$ cat config.mk
export PLATFORM = sky130hd
export DESIGN_NAME = instr_fetch_unit
export DESIGN_NICKNAME = d
export VERILOG_FILES = /design/src/rtl/instr_fetch_unit.sv
export SDC_FILE = /design/constraint.sdc
export NUM_CORES = 1
export LEC_CHECK = 0
export CORE_ASPECT_RATIO = 0.9
export CORE_UTILIZATION = 47
export CTS_CLUSTER_SIZE = 8
export DETAILED_ROUTE_END_ITERATION = 8
export PLACE_DENSITY_LB_ADDON = 0.15
export SYNTH_ARGS = -nofsm -noshare
export SYNTH_HDL_FRONTEND = slang
export SYNTH_SLANG_ARGS = --single-unit
$ cat constraint.sdc
create_clock -name clk -period 4.6 [get_ports clk]
set_clock_uncertainty 0.2 [all_clocks]
set_input_delay 0.92 -clock clk [delete_from_list [all_inputs] [get_ports clk]]
set_output_delay 0.92 -clock clk [all_outputs]
set_load 0.01 [all_outputs]
$ cat src/rtl/instr_fetch_unit.sv
// Instruction fetch unit: single-outstanding memory reader feeding a 2-entry {pc, word} queue.
// Define IFU_MISALIGN_TRAP_EN to trap misaligned redirect targets into HALT with fault raised.
module instr_fetch_unit #(
    parameter logic [31:0] RESET_PC = 32'h0000_0000
) (
    input  logic        clk,
    input  logic        rst,
    input  logic        redirect,
    input  logic [31:0] pc,
    output logic        imem_req,
    output logic [31:0] imem_addr,
    input  logic        imem_ack,
    input  logic [31:0] imem_rdata,
    output logic        inst_valid,
    output logic [31:0] inst,
    output logic [31:0] inst_pc,
    input  logic        inst_ready,
    output logic        fault
);

    typedef enum logic [1:0] {IDLE, REQ, DRAIN, HALT} state_t;

    state_t      state, state_nx;
    logic [31:0] fpc, fpc_nx;
    logic [31:0] drain_addr, drain_addr_nx;
    logic [31:0] q_addr [2];
    logic [31:0] q_data [2];
    logic        hd, hd_nx;
    logic        tail;
    logic [1:0]  count, count_nx;
    logic        fault_q, fault_nx;
    logic        push, pop, mis;
    logic [31:0] tgt;

    assign tgt = {pc[31:2], 2'b00};

`ifdef IFU_MISALIGN_TRAP_EN
    assign mis = (pc[1:0] != 2'b00);
`else
    logic unused_pc_lsb;
    assign unused_pc_lsb = ^pc[1:0];
    assign mis = 1'b0;
`endif

    assign inst_valid = (count != 2'd0);
    assign inst       = q_data[hd];
    assign inst_pc    = q_addr[hd];
    assign imem_req   = (state == REQ) || (state == DRAIN);
    // DRAIN must keep presenting the abandoned address while fpc already points at the new target.
    assign imem_addr  = (state == DRAIN) ? drain_addr : fpc;
    assign fault      = fault_q;
    assign pop        = inst_valid & inst_ready & ~redirect;
    assign tail       = hd ^ count[0];

    always_comb begin
        state_nx      = state;
        fpc_nx        = fpc;
        drain_addr_nx = drain_addr;
        fault_nx      = fault_q;
        push          = 1'b0;
        hd_nx         = hd ^ pop;
        count_nx      = count - {1'b0, pop};

        if (redirect) begin
            count_nx = '0;
            hd_nx    = hd;
            fpc_nx   = tgt;
            fault_nx = mis;
        end

        case (state)
            IDLE: begin
                if (redirect) begin
                    state_nx = mis ? HALT : REQ;
                end else if (count_nx < 2'd2) begin
                    state_nx = REQ;
                end
            end
            REQ: begin
                if (redirect) begin
                    if (imem_ack) begin
                        state_nx = mis ? HALT : REQ;
                    end else begin
                        state_nx      = DRAIN;
                        drain_addr_nx = fpc;
                    end
                end else if (imem_ack) begin
                    push     = 1'b1;
                    fpc_nx   = fpc + 32'd4;
                    count_nx = count_nx + 2'd1;
                    state_nx = (count_nx == 2'd2) ? IDLE : REQ;
                end
            end
            DRAIN: begin
                if (imem_ack) begin
                    state_nx = fault_nx ? HALT : REQ;
                end
            end
            HALT: begin
                if (redirect && !mis) begin
                    state_nx = REQ;
                end
            end
            default: state_nx = IDLE;
        endcase
    end

    always_ff @(posedge clk or posedge rst) begin
        if (rst) begin
            state      <= IDLE;
            fpc        <= RESET_PC;
            drain_addr <= RESET_PC;
            hd         <= 1'b0;
            count      <= '0;
            fault_q    <= 1'b0;
        end else begin
            state      <= state_nx;
            fpc        <= fpc_nx;
            drain_addr <= drain_addr_nx;
            hd         <= hd_nx;
            count      <= count_nx;
            fault_q    <= fault_nx;
        end
    end

    always_ff @(posedge clk) begin
        if (push) begin
            q_addr[tail] <= fpc;
            q_data[tail] <= imem_rdata;
        end
    end

endmodule

== After elaboration in Yosys (flattened, before gate mapping) ==
Memories as Yosys holds them, arrays and structs flattened.
Index checks and enable logic that the tools add are counted.

* $add $sub $neg: 3
* Order comparisons: 1
* Equality and inequality tests: 8
* Muxes and demuxes: 25
* Bitwise logic cells: 6
* Reduce and logical (&&, ||, !) cells: 5

{| class="wikitable"
|+ Operator list
! kind !! count
|-
| $mux W32 || 5
|-
| $add A32 B3 Y32 const B || 1
|-
| $mux W2 || 12
|-
| $pmux W2 S4 || 1
|-
| $mux W1 || 7
|-
| $eq A2 B2 Y1 const B || 3
|-
| $ne A3 B3 Y1 const B || 2
|-
| $ne A2 B2 Y1 const B || 2
|-
| $reduce_and A4 Y1 || 1
|-
| $reduce_and A3 Y1 || 1
|-
| $add A2 B1 Y2 const B || 1
|-
| $and A1 B1 Y1 || 2
|-
| $eq A2 B1 Y1 const B || 1
|-
| $logic_not A2 Y1 || 1
|-
| $lt A2 B2 Y1 const B || 1
|-
| $not A1 Y1 || 2
|-
| $reduce_bool A2 Y1 || 1
|-
| $sub A2 B1 Y2 || 1
|-
| $xor A1 B1 Y1 || 2
|-
| $logic_or A1 B1 Y1 || 1
|}

* Register bits: 70
* Bits in writable memories: 128
* Input port bits: 69
* Output and inout port bits: 99
* Word-level logic and storage cells: 56
* Memories: 2

{| class="wikitable"
|+ Memory list
! name !! depth !! width !! rd ports !! clocked after memory_dff !! write ports !! RTL line !! RTL
|-
| q_addr || 2 || 32 || 1 || 0 || 1 || 26 || <nowiki>logic [31:0] q_addr [2];</nowiki>
|-
| q_data || 2 || 32 || 1 || 0 || 1 || 27 || <nowiki>logic [31:0] q_data [2];</nowiki>
|}

== Depth between registers and ports, before layout ==
Gate-level depths: netlist of the first run.

* Word-level depth: 11
* Gate-level depth with buffers: 10
* Depth with buffers taken out: 9

== Worst setup path after synthesis of the first run ==
No wires, ideal clock.

* Kind: input to register
* From: in imem_ack
* To: mem q_addr[1][0] (enable)
* Arrival time: 3.898 ns
* Required time: 3.914 ns
* Path slack: 0.016 ns
* Stages: 3
* Path buffers: 1
* Path through: clkbuf_1 -> nand2_1 -> nor2_1

* Cells in the longest elaborated chain, start to end: 5

{| class="wikitable"
|+ Ends and longest elaborated chain
! item !! RTL line !! RTL
|-
| from (decl) || 12 || <nowiki>input logic imem_ack,</nowiki>
|-
| $mux W1 || 87 || <nowiki>end else if (imem_ack) begin</nowiki>
|-
| $mux W1 || 80 || <nowiki>if (redirect) begin</nowiki>
|-
| $mux W1 || 71 || <nowiki>case (state)</nowiki>
|-
| $mux W1 || 127 || <nowiki>if (push) begin</nowiki>
|-
| $mux W1 (implied by the code) || 128 || <nowiki>q_addr[tail] <= fpc;</nowiki>
|-
| to (decl) || 26 ||
|}

No other way between the ends.

== Worst setup path in the final report of the first run ==
* From: reg state[0]
* To: out imem_addr[18]

* Cells in the longest elaborated chain, start to end: 2

{| class="wikitable"
|+ Ends and longest elaborated chain
! item !! RTL line !! RTL
|-
| from (decl) || 23 || <nowiki>state_t state, state_nx;</nowiki>
|-
| from (signal assigned) || 117 || <nowiki>state <= state_nx;</nowiki>
|-
| $eq A2 B2 Y1 || 50 || <nowiki>assign imem_addr = (state == DRAIN) ? drain_addr : fpc;</nowiki>
|-
| $mux W32 || 50 ||
|-
| to (decl) || 11 || <nowiki>output logic [31:0] imem_addr,</nowiki>
|}

No other way between the ends.

==> results of run 1 <==
==> path summary, 6_finish.rpt <==
path | start | endpoint | slack, ps | cells past startpoint
setup reg to reg | hd$_DFFE_PP0N_ | q_data[0][12]$_DFFE_PP_ | 1710 | 2
min in group asynchronous | rst | drain_addr[2]$_DFFE_PP0P_ | 890 | 3
setup / recovery | state[0]$_DFFE_PP0P_ | imem_addr[18] | 880 | 5
hold / removal | drain_addr[24]$_DFFE_PP0P_ | drain_addr[24]$_DFFE_PP0P_ | 290 | 2
max in group asynchronous | rst | hd$_DFFE_PP0N_ | 2600 | 3
hold reg to reg | drain_addr[24]$_DFFE_PP0P_ | drain_addr[24]$_DFFE_PP0P_ | 290 | 2
==> kinds of logic after synthesis <==
group           synth area share [%]
buf+inv                         2.08
mux                             15.6
compound gates                  4.85
flops                           66.4
xor+xnor                        1.56
simple gates                    8.48
fa+ha+maj                       1.04
==> synthesized netlist by cell type, drive strengths merged <==
| cell type | instances | area [µm²] |
|---|---|---|
| nor2 | 23 | 86.3 |
| or4 | 10 | 78.8 |
| dfrtp | 70 | 1750 |
| nand2 | 41 | 154 |
| nand3 | 17 | 100 |
| a21oi | 3 | 15.0 |
| nand2b | 1 | 6.26 |
| or2 | 3 | 18.8 |
| clkbuf | 22 | 82.6 |
| nand4bb | 1 | 11.3 |
| a31oi | 14 | 87.6 |
| buf | 9 | 43.8 |
| a22oi | 2 | 15.0 |
| a311o | 2 | 20.0 |
| o31ai | 9 | 67.6 |
| mux2i | 2 | 20.0 |
| o21ai | 29 | 145 |
| nand3b | 1 | 7.51 |
| nor3 | 2 | 10.0 |
| ha | 7 | 87.6 |
| nand4b | 3 | 26.3 |
| xor2 | 9 | 78.8 |
| or4b | 1 | 10.0 |
| or3 | 3 | 18.8 |
| xnor2 | 6 | 52.6 |
| nor2b | 6 | 37.5 |
| nor4 | 6 | 37.5 |
| a311oi | 2 | 17.5 |
| and4 | 2 | 17.5 |
| o41ai | 4 | 35.0 |
| mux2 | 115 | 1290 |
| inv | 13 | 48.8 |
| edfxtp | 128 | 3840 |
| and3 | 6 | 37.5 |
| nand4 | 9 | 56.3 |
| o22ai | 1 | 6.26 |
==> routing by layer <==
metal	GRT usage, %	routed length [µm]	vias to the layer above
met3	4.66	1020	38
li1	-	-	2516
met1	27.3	8180	2605
met4	8.67	465	0
met2	32.5	8430	201
met5	0	0	-
==> critical path, cell delays in order (launching register included) <==
cell,delay (ps)
dfrtp_1,400
inv_1,130
ha_2,440
buf_4,340
mux2_2,380
clkdlybuf4s50_1,490
==> final cells by class <==
type | count | area (µm²) | share of cell area [%]
Sequential cell | 198 | 5600 | 51.5
Multi-Input combinational cell | 340 | 2670 | 24.6
Timing Repair Buffer | 173 | 1720 | 15.9
Clock buffer | 18 | 429 | 3.95
Tap cell | 240 | 300 | 2.76
Clock inverter | 13 | 100 | 0.920
Inverter | 13 | 48.8 | 0.449
==> power groups by stage <==
stage | sequential (mW) | combinational, mW | clock [mW]
2_1_floorplan | 2.44 | 1.03 | 0
3_3_place_gp | 2.59 | 1.70 | 0
3_5_place_dp | 2.62 | 1.72 | 0
4_1_cts | 2.58 | 1.73 | 1.39
5_1_grt | 2.63 | 1.84 | 1.46
6_report | 2.57 | 1.71 | 1.35
==> sequential cells by signal, indices dropped and copies added (netlist names) <==
signal      cells
fault           1
state           2
count           2
fpc            32
hd              1
drain_addr     32
q_addr         64
q_data         64
==> metrics by stage <==
| step | cells | area [µm²] | power (mW) | util (%) | setup WS, ps |
|---|---|---|---|---|---|
| 2_1_floorplan | 582 | 8430 | 3.47 | - | 16.0 |
| 3_3_place_gp | 964 | 10300 | 4.29 | 58.7 | 1190 |
| 3_5_place_dp | 964 | 10300 | 4.33 | 58.7 | 1180 |
| 4_1_cts | 995 | 10900 | 5.70 | 61.7 | 876 |
| 5_1_grt | 995 | 10900 | 5.93 | 61.7 | 747 |
| 6_report | 995 | 10900 | 5.63 | 61.7 | 877 |
==> flow_summary_export.csv, run 1 <==
group,metric,value,unit
synthesis,synth_cell_types,40,
clock_network,cts.htree.levels,4,
sta,slew_violations,0,
sta,tightest_slew,985,ps
power_and_ir_drop,p_leak,3.88,nW
sta,setup_tns,0,ps
power_and_ir_drop,power_density,518,nW/µm²
clock_network,numCtsBuffers,17,
power_and_ir_drop,p_int,3.99,mW
global_route,antenna_found_initial,0,
global_route,grt_start_max_net_pins,71,
floorplanning,num_rows,46,
clock_network,hold_buffers,0,
synthesis,synth_seq_cells,198,
sta,period_needed,3720,ps
synthesis,syn_inst,582,
floorplanning,die_w,143,µm
clock_network,worstSkewPairLatency,420,ps
global_route,grt.total_usage,20.5,%
placed_design,dp_hpwl,11500,µm
floorplanning,die-area,18500,µm²
placed_design,io_buffers,165,
floorplanning,die_h,129,µm
global_route,grt_overflow,0,
layout,fin_nets,819,
routing,via_per_inst,5.39,
clock_network,numClockSinks,198,
floorplanning,ios,168,
clock_network,cts_max_path_buffers,2,
sta,fmax,269,MHz
routing,drc,0,
floorplanning,initial_core_util,47.9,%
routing,first_iter_violations,335,
setup_path,critPathLaunchType,"flip-flop",
power_and_ir_drop,combPwrFrac,30.4,%
layout,final.fill_count,1375,
sta,rsz0062_at_grt,"no",
power_and_ir_drop,p_seq_share,45.7,%
clock_network,clk_pin_slew_worst_paths,70,ps
synthesis,syn_area_per_cell,14.5,µm²
global_route,grt_pass1_vias,5445,
layout,final_common_cell,"clkdlybuf4s50_1",
job,cap_violations,0,
routing,dr.pass1.iters,4,
routing,drt-total-wl,18100,µm
power_and_ir_drop,p_sw_share,29.3,%
setup_path,critPathMaxFanout,18,
power_and_ir_drop,ir_drop,0.000287,V
placed_design,gp_congestion,0.805,
layout,diodes,0,
layout,syn2layout_area_growth,29.0,%
clock_network,post_cts_buffers,0,
synthesis,yosysWarnings,0,
sta,setup_viol,0,
setup_path,required,3480,ps
synthesis,syn_area,8430,µm²
sta,finalCritPeriodShare,80.9,%
layout,final_cell_mix,"165 x clkdlybuf4s50_1, 128 x edfxtp_1, 115 x mux2_2",
min_path,hold_class,"reg -> reg",
routing,wl_per_cell,18.2,µm
clock_network,tritoncts,"built",
setup_path,arrival,2600,ps
run_status,status,"finished clean",
synthesis,syn_nets,658,
routing,detail-route-antenna-nets,0,
power_and_ir_drop,p_switching,1.65,mW
synthesis,yosysSeqAreaShare,66.4,%
layout,drive_gt1_share,21.7,%
routing,vias,5360,
sta,slew_headroom,34.3,%
clock_network,cts_resized,0,
setup_path,critPathKind,"reg -> out",
clock_network,clockRootBuffer,"clkbuf_16",
global_route,grt_pass1_wl,28400,µm
setup_path,end_kind,"output port",
power_and_ir_drop,power_frac_clock,24.0,%
sta,hold-worst-slack,289,ps
sta,hold_viol,0,
floorplanning,coreArea,17600,µm²
Power figures use the tool's default switching activity.
==> run 2, diff against run 1 <==
--- a/config.mk
+++ b/config.mk
@@ -6,7 +6,7 @@
 export NUM_CORES = 1
 export LEC_CHECK = 0
 export CORE_ASPECT_RATIO = 0.9
-export CORE_UTILIZATION = 47
+export CORE_UTILIZATION = 52
 export CTS_CLUSTER_SIZE = 8
 export DETAILED_ROUTE_END_ITERATION = 8
 export PLACE_DENSITY_LB_ADDON = 0.15
==> constraint.sdc (replaced) <==
create_clock -name clk -period 3.59 [get_ports clk]
set_clock_uncertainty 0.2 [all_clocks]
set_input_delay 0.718 -clock clk [delete_from_list [all_inputs] [get_ports clk]]
set_output_delay 0.718 -clock clk [all_outputs]
set_load 0.01 [all_outputs]
==> run 2 against run 1 <==
  * Hold slack worse by 0.92 ps
  * Clock power is 39% higher
  * Utilization is 8.5 points higher
  * Via count is 1.6% higher
  * Power is 31% higher
  * First-iteration DRC count is 2.7% higher
  * Critical path type unchanged
  * Largest power group unchanged
  * Setup slack worse by 720 ps
  * Critical path depth stayed put
  * Combinational power is 39% higher
  * Flip-flop and latch count stayed put
  * Global-route usage is 2.2 points higher
  * Critical endpoint is now imem_addr[28]
  * Register-to-register slack worse by 740 ps
==> flow_summary_export.csv, run 2 (synthesized netlist as in run 1, its figures left out) <==
group,metric,value,unit
setup_path,critPathMaxFanout,18,
global_route,antenna_found_initial,0,
clock_network,cts.htree.levels,4,
routing,first_iter_violations,344,
global_route,grt_overflow,0,
layout,final.fill_count,1067,
clock_network,numCtsBuffers,17,
floorplanning,ios,168,
layout,syn2layout_area_growth,30.0,%
layout,fin_nets,826,
routing,via_per_inst,5.64,
clock_network,clockRootBuffer,"clkbuf_16",
sta,finalCritPeriodShare,95.6,%
placed_design,dp_hpwl,12000,µm
setup_path,end_kind,"output port",
clock_network,tritoncts,"built",
power_and_ir_drop,ir_drop,0.000505,V
sta,hold_viol,0,
routing,drt-total-wl,18100,µm
placed_design,gp_congestion,0.833,
setup_path,timing.rr.end,"fpc[22]$_DFF_PP0_",
layout,multi_input_area,2670,µm²
min_path,hold_class,"reg -> reg",
sta,slew_headroom,59.8,%
routing,wl_per_cell,18.7,µm
layout,finalNonFillerCells,965,
setup_path,r2r_cells,6,
min_path,hold_depth,2,
placed_design,placed_area,10400,µm²
sta,rsz0062_at_grt,"no",
sta,tightest_slew,598,ps
layout,seqCellArea,5600,µm²
power_and_ir_drop,power_density,675,nW/µm²
layout,finalInstanceArea,11000,µm²
setup_path,slowest_delay,490,ps
routing,drc,0,
sta,period_needed,3430,ps
setup_path,critPathLaunchType,"flip-flop",
run_status,status,"finished clean",
setup_path,slowest_stage,"clkdlybuf4s50_1",
floorplanning,die_w,136,µm
global_route,grt.total_usage,22.7,%
layout,final_cell_mix,"165 x clkdlybuf4s50_1, 128 x edfxtp_1, 115 x mux2_2",
clock_network,hold_buffers,0,
routing,vias,5444,
setup_path,regToRegSetupSlack,970,ps
clock_network,cts_max_path_buffers,2,
sta,fmax,291,MHz
setup_path,critPathKind,"reg -> out",
placed_design,dp.cells,933,
setup_path,path_delay_family,"buffers and inverters",
job,cap_violations,0,
global_route,grt_pass1_wl,28200,µm
min_path,hp-start,"drain_addr[15]$_DFFE_PP0P_",
min_path,worstHoldEndpoint,"drain_addr[15]$_DFFE_PP0P_",
clock_network,numClockSinks,198,
setup_path,arrival,2510,ps
routing,detail-route-antenna-nets,0,
placed_design,io_buffers,165,
setup_path,rr_startpoint,"state[1]$_DFFE_PP0P_",
clock_network,cts_resized,0,
layout,drive_gt1_share,22.8,%
layout,diodes,0,
setup_path,required,2670,ps
global_route,grt_pass1_vias,5454,
floorplanning,coreArea,15600,µm²
clock_network,post_cts_buffers,0,
layout,final_common_cell,"clkdlybuf4s50_1",
sta,slew_violations,0,
clock_network,worstSkewPairLatency,440,ps
sta,setup_tns,0,ps
setup_path,worst-path-buf-inv,3,
floorplanning,die_h,123,µm
floorplanning,num_rows,43,
sta,setup_viol,0,
setup_path,path_cells,"inv_1 -> ha_2 -> buf_4 -> mux2_2 -> clkdlybuf4s50_1",
global_route,grt_start_max_net_pins,71,
routing,dr.pass1.iters,5,
floorplanning,die-area,16700,µm²
clock_network,clk_pin_slew_worst_paths,70,ps
sta,hold-worst-slack,289,ps
floorplanning,initial_core_util,54.0,%
power_and_ir_drop,p_leak,3.95,nW
layout,reg.largest.list,"q_addr x64, q_data x64",
## run 2: worst max path at each step
| stage | from | to | slack, ps | depth (start not counted) |
|---|---|---|---|---|
| global placement | imem_ack | fpc[20]$_DFF_PP0_ | 550 | 5 |
| CTS | state[0]$_DFFE_PP0P_ | imem_addr[28] | 140 | 5 |
| global route | state[0]$_DFFE_PP0P_ | imem_addr[28] | 40 | 5 |
| floorplan | imem_ack | q_addr[1][0]$_DFFE_PP_ | 270 | 3 |
| finish | state[0]$_DFFE_PP0P_ | imem_addr[28] | 160 | 5 |
| detailed placement | imem_ack | fpc[30]$_DFF_PP0_ | 460 | 5 |
## run 2: cell type report
cell class	instances	share of cell area (%)
inverters	13	0.445
clock buffers	17	3.88
repair buffers	180	16.4
flip-flops and latches	198	51.1
multi-input cells	340	24.4
clock inverters	15	1.45
well taps	202	2.31
## run 2: report_power, final
group	internal [mW]	switching, mW
combinational	1.32	1.06
sequential	2.93	0.216
clock	0.987	0.885
## run 2: worst min-delay path, delay by kind of cell (launching register included)
family / cells / cell delay, ps
AO/OA/AOI/OAI: 1 / 60
AND/OR/NAND/NOR: 1 / 50
flip-flops: 1 / 350
## run 2: per-layer routing
layer  up-vias  share of wire (%)  track usage, %
met3        29                6.6            4.96
met1      2691                 43            29.8
met5         -                  0               0
met4         0                2.0            9.24
met2       189                 48            36.8
li1       2535                  -               -
## run 2: metrics by stage
| stage | setup WS, ps | total power, mW | util (%) |
|---|---|---|---|
| 5_1_grt | 41.0 | 7.74 | 70.2 |
| 4_1_cts | 143 | 7.47 | 70.2 |
| 3_5_place_dp | 456 | 5.58 | 66.5 |
| 6_report | 159 | 7.40 | 70.2 |
| 3_3_place_gp | 552 | 5.51 | 66.5 |
| 2_1_floorplan | 267 | 4.45 | - |
